File: src/rtl/fifo_write_arbiter.sv
// fifo_write_arbiter: round-robin burst arbiter sharing one FIFO write port among NUM_REQ producers.
// Define FIFO_ARB_STATS_EN to add per-requester accepted-beat counters (beat_count, stats_clear).
module fifo_write_arbiter #(
   parameter int NUM_REQ    = 4,
   parameter int DATA_WIDTH = 8,
   parameter int MAX_BURST  = 4,
   parameter int CNT_W      = 16,
   localparam int ID_W      = (NUM_REQ > 1) ? $clog2(NUM_REQ) : 1
) (
   input  logic                          write_clk,
   input  logic                          write_rst,
   input  logic [NUM_REQ-1:0]            req_valid,
   input  logic [NUM_REQ*DATA_WIDTH-1:0] req_data,
   output logic [NUM_REQ-1:0]            req_grant,
   output logic [NUM_REQ-1:0]            req_ready,
   input  logic                          full,
   output logic                          write_enable,
   output logic [DATA_WIDTH-1:0]         write_data,
   output logic [ID_W-1:0]               owner_id
`ifdef FIFO_ARB_STATS_EN
   ,
   input  logic                          stats_clear,
   output logic [NUM_REQ*CNT_W-1:0]      beat_count
`endif
);
   typedef enum logic {IDLE, BURST} state_t;
   state_t state, state_nxt;
   logic [NUM_REQ-1:0] grant_nxt;
   logic [ID_W-1:0] rr, rr_nxt, owner_nxt, win;
   logic [3:0] cnt, cnt_nxt;
   logic found, owner_valid;
   // first valid requester strictly after the rr pointer, wrapping
   always_comb begin
      win = '0;
      found = 1'b0;
      for (int k = 1; k <= NUM_REQ; k++) begin
         if (!found && req_valid[(int'(rr) + k) % NUM_REQ]) begin
            win = ID_W'((int'(rr) + k) % NUM_REQ);
            found = 1'b1;
         end
      end
   end
   assign owner_valid  = req_valid[owner_id];
   assign write_enable = (state == BURST) && owner_valid && !full && !write_rst;
   assign req_ready    = write_rst ? '0 : req_grant & {NUM_REQ{~full}};
   assign write_data   = (|req_grant) ? req_data[owner_id*DATA_WIDTH +: DATA_WIDTH] : '0;
   always_comb begin
      state_nxt = state;
      grant_nxt = req_grant;
      owner_nxt = owner_id;
      rr_nxt    = rr;
      cnt_nxt   = cnt;
      if (state == IDLE) begin
         if (found) begin
            state_nxt = BURST;
            owner_nxt = win;
            grant_nxt = NUM_REQ'(1) << win;
         end
      end else if (!full) begin
         // release on an idle owner or on the beat that completes the burst
         if (!owner_valid || cnt == 4'(MAX_BURST - 1)) begin
            state_nxt = IDLE;
            grant_nxt = '0;
            owner_nxt = '0;
            rr_nxt    = owner_id;
            cnt_nxt   = '0;
         end else begin
            cnt_nxt = cnt + 4'd1;
         end
      end
   end
   always_ff @(posedge write_clk) begin
      if (write_rst) begin
         state     <= IDLE;
         req_grant <= '0;
         owner_id  <= '0;
         rr        <= ID_W'(NUM_REQ - 1);
         cnt       <= '0;
      end else begin
         state     <= state_nxt;
         req_grant <= grant_nxt;
         owner_id  <= owner_nxt;
         rr        <= rr_nxt;
         cnt       <= cnt_nxt;
      end
   end
`ifdef FIFO_ARB_STATS_EN
   always_ff @(posedge write_clk) begin
      for (int i = 0; i < NUM_REQ; i++) begin
         if (write_rst || stats_clear)
            beat_count[i*CNT_W +: CNT_W] <= '0;
         else if (req_valid[i] && req_ready[i] && !(&beat_count[i*CNT_W +: CNT_W]))
            beat_count[i*CNT_W +: CNT_W] <= beat_count[i*CNT_W +: CNT_W] + 1'b1;
      end
   end
`endif
endmodule

File: config.mk
export PLATFORM = sky130hd
export DESIGN_NAME = fifo_write_arbiter
export DESIGN_NICKNAME = d
export VERILOG_FILES = /design/src/rtl/fifo_write_arbiter.sv
export SDC_FILE = /design/constraint.sdc
export NUM_CORES = 1
export LEC_CHECK = 0
export CORE_UTILIZATION = 24
export CTS_BUF_LIST = sky130_fd_sc_hd__clkbuf_8
export CTS_CLUSTER_DIAMETER = 120
export DETAILED_ROUTE_END_ITERATION = 10
export PLACE_DENSITY = 0.54
export REMOVE_ABC_BUFFERS = 1
export SLEW_MARGIN = 0
export SYNTH_ARGS = -nofsm -noshare
export SYNTH_HDL_FRONTEND = slang
export SYNTH_SLANG_ARGS = --single-unit
File: constraint.sdc
create_clock -name write_clk -period 2.4 [get_ports write_clk]
set_input_delay 0.36 -clock write_clk [delete_from_list [all_inputs] [get_ports write_clk]]
set_output_delay 0.36 -clock write_clk [all_outputs]
set_load 0.02 [all_outputs]
# == Word level (Yosys, flattened, before mapping) ==
# Cells that the tools add are included.
# op_classes
n_reduce_logical,22
bitwise_logic,6
n_lt_le_gt_ge,5
mux,37
n_shift,2
eq_ne,3
addsub,5
# op_table
op,count
$shiftx 32x6->8,1
$mux 4,6
$mux 1,17
$lt 3x4->1 const B,4
$mux 2,8
$bmux 1 s2,5
$mux 8,1
$reduce_or 2->1,4
$logic_and 1x1->1,6
$logic_not 1->1,6
$reduce_and 3->1,2
$add 2x1->2 const B,2
$add 2x2->2 const B,2
$add 4x1->4 const B,1
$and 1x1->1 const A,4
$and 4x4->4,1
$eq 4x2->1 const B,1
$reduce_or 4->1,1
$shl 1x2->4 const A,1
$lt 2x3->1 const B,1
$ne 2x1->1 const B,1
$ne 2x2->1 const B,1
$reduce_and 2->1,1
$reduce_bool 2->1,1
other kinds (2),2
# totals
register_bits,13
out_inout_bits,19
in_bits,39
word_cells,85

# == Longest topological paths before layout ==
# Gate-level depths: netlist of run 1.
# depth
word_depth,19
mapped_depth,5
mapped_depth_nobuf,4

# == Least setup slack after synthesis of run 1 ==
# OpenSTA, ideal clock, no wires.
# synth_path
kind,register to output
startpoint,register owner_id[1]
endpoint,output write_enable
t_required_ns,2.040
n_path_buf,1
path_stages_with_launch,4
arrival_time_ns,2.040
slack_ns,0.000
path_cell_list,dfxtp_1 clkbuf_1 nor2_1 a2111oi_0
# synth_via
elab_chain_len,5
# synth_lines
element,line,source
"start, declared",19,output logic [ID_W-1:0] owner_id
"start signal, assigned",82,owner_id <= owner_nxt;
$bmux 1 s2,43,assign owner_valid = req_valid[owner_id];
$mux 1 (implied by the code),43,
$logic_and 1x1->1 (3 in a row),44,assign write_enable = (state == BURST) && owner_valid && !full && !write_rst;
"end, declared",17,"output logic write_enable,"
# Every way passes these cells. The select of a mux whose other input is x is not followed.

# == Worst setup path in the final report of run 1 ==
# layout_path
startpoint,register owner_id[0]
endpoint,output write_data[6]
# layout_via
elab_chain_len,2
# layout_lines
element,line,source
$shiftx 32x6->8,46,assign write_data = (|req_grant) ? req_data[owner_id*DATA_WIDTH +: DATA_WIDTH] : '0;
$mux 8,46,
"end, declared",18,"output logic [DATA_WIDTH-1:0] write_data,"
# Every way passes these cells.

==> reports/qor.txt, run 1 <==
Worst R2R Setup Slack -> 0.58 ns
PD cells -> 449 nW/um^2
Storage cell area -> 260 um^2
GRT Util Overall -> 14.6%
Vias -> 1013
Die X-Extent -> 64.0 um
# rows -> 22
Synth Area in Adders -> 1.36%
Largest cells by area after synthesis -> dfxtp_1 (28%), mux4_2 (20%), nor2b_1 (6.1%), a211o_1 (3.8%), nand2_1 (3.7%)
Setup crit start kind -> flip-flop
Worst hold start -> cnt[1]
Tcrit/Tclk final -> 96.1%
DP Wirelength -> 2.34 mm
Leakage -> 0.599 nW
Syn Std Cell Area -> 923 um^2
Synthesized flop and latch total -> 13
Min-Delay Path Class -> flip-flop to flip-flop
Worst EP arrival -> 1.95 ns
Initial antenna violation count -> 0
Pin count of the biggest net entering global routing -> 12
GR Layer Usage met2 -> 25.9%
Final #Nets -> 207
Post-synthesis xor/xnor area fraction -> 2.85%
Cts bufs inserted -> 3
R2r worst-path depth -> 5
Max Slew Vio Count -> 0
Total power -> 0.747 mW
Top-Level Pins -> 58
Dominant synthesized flop cell -> dfxtp_1
Mux contribution to synthesized area -> 21.8%
CP Class -> flip-flop to output pin
Ys async rst share -> 0%
Critical Path End Type -> output pin
Global-route congestion overflow total -> 0
Hold Crit Depth -> 2
Syn. warnings -> 0
Number of flops mapped to enable cells by yosys -> 0
Main combinational cell family by area after synthesis -> simple AND/OR/NAND/NOR gates
Initial Util -> 25.0%
Fill cell count -> 355
Register area share after synthesis -> 28.2%
H-tree levels -> 1
Util after Layout -> 45.1%
Final setup viols -> 0
Maximum clock path buffer count -> 2
Synth Area in Compound Gates -> 17.1%
Pre-Repair DR Iteration Count -> 2
Worst hold endpoint -> cnt[1]
DRC -> 0
Yosys top cell by area -> dfxtp_1
Multi-input logic area -> 632 um^2
Final Hold Fails -> 0
Max frequency -> 434 MHz
Via density -> 4.73
GR Util met3 -> 3.93%
Clk_lat worst skew -> 0.24 ns
Crit-path max FO -> 6
Post-route minimum period -> 2.31 ns
Worst reg2reg path endpoint -> req_grant[2]
Synth-to-layout area growth -> 80.2%
Antenna Cells -> 0
DIE AREA -> 4100 um^2
Max-cap viol count -> 0
Post-synth cell types -> 37
RSZ-0062 raised after global routing -> false
CTS tree -> built
Critical Path RT -> 2.04 ns
WL/cell -> 13.2 um
Peak VDD IR -> 0.330 mV
Avg Cell Area, Syn -> 9.52 um^2
Slew Limit Headroom -> 70.2%
I/O Buffers -> 57
Vias in the first global route -> 1059
# clock sinks -> 13
Clk_skew -> 0.00377 ns
Met1 usage -> 17.0%
Core outline area -> 3690 um^2
Most Crowded Layer GR -> met2
DRT antenna net count -> 0
Initial drt markers -> 13
Simple-Gate Fraction of Synth Area -> 25.3%
Layout cells sized above 1 -> 16.3%
WL final -> 2.82 mm
Gate count after technology mapping -> 97
Die height -> 64.0 um
Yosys top cell area share -> 28.2%
Worst Tran Pin Value -> 0.447 ns
Status -> finished clean
Root Driver -> clkbuf_8
RD Place Congestion -> 0.755
Clk slew on worst S/H paths -> 0.05 ns
FF-to-FF Start -> owner_id[0]
First-pass GRT wire length -> 4.71 mm
[routing by layer]
metal,wire length (um),vias up
met1,1280,454
li1,-,504
met3,306,2
met2,1230,53
met4,7,0
met5,0,-
[worst max-delay path: stages, from the launching register on]
cell             delay (ns)
dfxtp_1                0.35
buf_4                  0.18
mux4_2                 0.50
nor2b_1                0.14
clkdlybuf4s50_1        0.53
[logic make-up (layout without fill, tap and decap cells)]
family	after synthesis	in the layout
multiplexers	10	10
AO/OA/AOI/OAI	20	20
XOR/XNOR	3	3
flip-flops	13	13
buffers and inverters	6	75
AND/OR/NAND/NOR	44	44
adder cells (fa/ha/maj)	1	1
[cell usage after synthesis (2+ instances only)]
| cell type | n |
|---|---|
| dfxtp_1 | 13 |
| nand2_1 | 9 |
| nor2b_1 | 9 |
| mux4_2 | 8 |
| nor2_1 | 7 |
| a211o_1 | 4 |
| and2_1 | 4 |
| nand2b_1 | 4 |
| o22ai_1 | 4 |
| nor3_1 | 3 |
| a21oi_2 | 2 |
| clkbuf_1 | 2 |
| inv_1 | 2 |
| nor4_1 | 2 |
| xor2_1 | 2 |
[flip-flops by register name, indices dropped and copies added (netlist names)]
name       cells
cnt            4
req_grant      4
owner_id       2
rr             2
state          1
[cell type report]
class                      count  share of cell area, %
timing repair buffer          69                   39.6
tap                           48                   3.61
inverter                       2                  0.451
sequential                    13                   15.6
clock buffer                   3                   2.48
multi-input combinational     78                   38.0
clock inverter                 1                  0.226
[how the worst max path moves through the flow]
stage,from,to,slack (ns)
floorplan,owner_id[0],write_enable,-0.21
global placement,req_valid[0],write_enable,-0.07
detailed placement,req_valid[0],write_enable,-0.04
CTS,write_rst,req_ready[0],0.08
global route,write_rst,req_ready[1],0.004
finish,owner_id[0],write_data[6],0.09
[cell usage in the layout (no fill, tap or decap), types with 2 or more instances in the layout]
| cell type | synthesis | final |
|---|---|---|
| mux4_2 | 8 | 8 |
| nand2b_1 | 4 | 4 |
| buf_4 | 0 | 12 |
| nor4_1 | 2 | 2 |
| nor3_1 | 3 | 3 |
| and2_1 | 4 | 4 |
| xor2_1 | 2 | 2 |
| inv_1 | 2 | 3 |
| o22ai_1 | 4 | 4 |
| nor2_1 | 7 | 7 |
| clkbuf_8 | 0 | 3 |
| dfxtp_1 | 13 | 13 |
| clkdlybuf4s50_1 | 0 | 56 |
| nor2b_1 | 9 | 9 |
| nand2_1 | 9 | 9 |
| a21oi_2 | 2 | 2 |
| a211o_1 | 4 | 4 |
[where the power goes]
part           total, mW  internal, mW  switching [mW]
Clock              0.186         0.113          0.0730
Combinational      0.315         0.186           0.129
Sequential         0.246         0.230          0.0157
Total              0.747         0.529           0.218
[stage by stage]
step                      setup slack [ns]  instances  hold slack [ns]  instance area (um^2)  setup TNS (ns)
after floorplan                     -0.213         93            0.440                   900          -0.213
after global placement             -0.0709        210            0.472                  1620         -0.0709
after detailed placement           -0.0417        210            0.481                  1620         -0.0417
after CTS                           0.0780        214            0.493                  1660               0
after global routing               0.00406        214            0.510                  1660               0
final                               0.0935        214            0.493                  1660               0
[repair_timing]
item,in CTS,in global routing
resized for setup,1,0
setup buffers,0,0
hold endpoints to repair,0,0
hold buffers,0,0
setup endpoints to repair,1,0
No activity file was read; power rests on OpenSTA's default activity.
==> run 2, diff against run 1 <==
- CAP_MARGIN: unset -> 25
- DONT_BUFFER_PORTS: unset -> 1
- PLACE_DENSITY: 0.54 -> 0.34
==> run 2 against run 1 <==
Clock skew is 0.0024 ns higher. Sequential power is 6% higher. Combinational power is 48% lower. Sequential share of layout area is 9.7 points higher. Non-clock buffer count is 66 lower. Maximum frequency is 7.5% higher. Register-to-register slack worse by 0.16 ns. First-iteration DRC count is 15% higher. Wire length is 21% lower. Clock power is 2% higher. Power is 18% lower. Design area is 38% lower.
==> reports/qor.txt, run 2 (synthesis gave the netlist of run 1 again) <==
I/O Buffers -> 0
Maximum clock path buffer count -> 2
Critical Path RT -> 2.04 ns
Setup crit start kind -> flip-flop
Post-CTS setup buffers -> 0
Antenna Cells -> 0
Max frequency -> 466 MHz
DIE AREA -> 4100 um^2
Slowest stage delay, CP -> 0.54 ns
Max-cap viol count -> 0
Worst reg2reg path endpoint -> req_grant[0]
Regs by FF count -> cnt: 4 flops, req_grant: 4 flops
GRT Util Overall -> 11.4%
Top-Level Pins -> 58
WP depth -> 3
H-tree levels -> 1
PD cells -> 598 nW/um^2
WL/cell -> 15.1 um
Worst Tran Pin Value -> 0.786 ns
Critical Path End Type -> output pin
Crit. Startpoint -> owner_id[0]
Final std cells w/o fill -> 148
Layout cells sized above 1 -> 18.0%
# rows -> 22
Worst EP arrival -> 1.79 ns
Vias -> 756
Initial drt markers -> 15
Fill cell count -> 406
Inst Count DP -> 144
Initial antenna violation count -> 0
Commonest non-fill, non-tap cell in the layout -> dfxtp_1
FF-to-FF Start -> owner_id[0]
Die height -> 64.0 um
Worst Path Buf+Inv -> 1
DRC -> 0
Most frequent cells in the layout -> dfxtp_1 (13), nor2b_1 (9), nand2_1 (9), mux4_2 (8), nor2_1 (7)
Final #Nets -> 141
Post-route minimum period -> 2.15 ns
Clk_lat worst skew -> 0.24 ns
Slew Limit Headroom -> 47.6%
First-pass GRT wire length -> 3.58 mm
Slowest-stage cell, CP -> dfxtp_1
# clock sinks -> 13
Die X-Extent -> 64.0 um
Vias in the first global route -> 745
DP Wirelength -> 1.78 mm
WL final -> 2.24 mm
Worst R2R Setup Slack -> 0.42 ns
Root Driver -> clkbuf_8
Clk_skew -> 0.00613 ns
Status -> finished clean
Pin count of the biggest net entering global routing -> 16
RD Place Congestion -> 0.701
Via density -> 5.11
DRT antenna net count -> 0
Core outline area -> 3690 um^2
Crit path capture -> write_data[3]
CTS tree -> built
CP Cell Sequence -> buf_4, mux4_2, nor2b_1
Worst slack at placement -> 0.420 ns
Final setup viols -> 0
Clk slew on worst S/H paths -> 0.06 ns
R2r worst-path depth -> 4
Total power -> 0.615 mW
RSZ-0062 raised after global routing -> false
Pre-Repair DR Iteration Count -> 4
Peak VDD IR -> 0.222 mV
Leakage -> 0.335 nW
Crit-path max FO -> 9
Min setup slack post-route -> 0.254 ns
Synth-to-layout area growth -> 11.4%
Initial Util -> 25.0%
Cts bufs inserted -> 3
Min-Delay Path Class -> primary input to flip-flop
Cts hold-fix bufs -> 0
Post-CTS Resized -> 0
CP delay by family, top -> flip-flops
Global-route congestion overflow total -> 0
CP Class -> flip-flop to output pin
Max Slew Vio Count -> 0
Tcrit/Tclk final -> 89.4%
Final Hold Fails -> 0
## run 2: layout make-up
cell class	instances	area [um^2]	area share, %
Clock buffer	3	41.3	4.01
Clock inverter	1	3.75	0.365
Inverter	2	7.51	0.730
Multi-Input combinational cell	78	633	61.6
Sequential cell	13	260	25.3
Tap cell	48	60.1	5.84
Timing Repair Buffer	3	22.5	2.19
## run 2: how the worst min path moves through the flow
stage            end  cells after the start       from
2_1_floorplan  rr[0]                      1      rr[0]
3_3_place_gp   rr[1]                      1  write_rst
3_5_place_dp   rr[1]                      1  write_rst
4_1_cts        rr[1]                      1  write_rst
5_1_grt        rr[0]                      1  write_rst
6_report       rr[1]                      1  write_rst
## run 2: worst register-to-register path: cells and delay by family, from the launching register on
kind               cells  cell delay [ns]
AOI/OAI and AO/OA      1             0.12
muxes                  1             0.40
and+or+nand+nor        2             0.78
DFF                    1             0.54
## run 2: routing by layer
metal	part of all wire [%]	GRT usage, %
met1	41	12.9
met2	51	20.6
met3	7.2	1.79
met4	0.81	5.11
met5	0	0
## run 2: stage by stage
stage / utilization, % / hold WS [ns] / area, um^2 / setup TNS (ns)
global route: 27.9 / 0.208 / 1030 / 0
global placement: 26.7 / 0.458 / 983 / 0
CTS: 27.9 / 0.208 / 1030 / 0
finish: 27.9 / 0.210 / 1030 / 0
floorplan: - / 0.440 / 900 / -0.213
detailed placement: 26.7 / 0.460 / 983 / 0
## run 2: power breakdown
part	leakage, nW	switching [mW]	internal (mW)
sequential	0.106	0.0306	0.230
combinational	0.202	0.0893	0.0749
clock	0.0269	0.0776	0.113
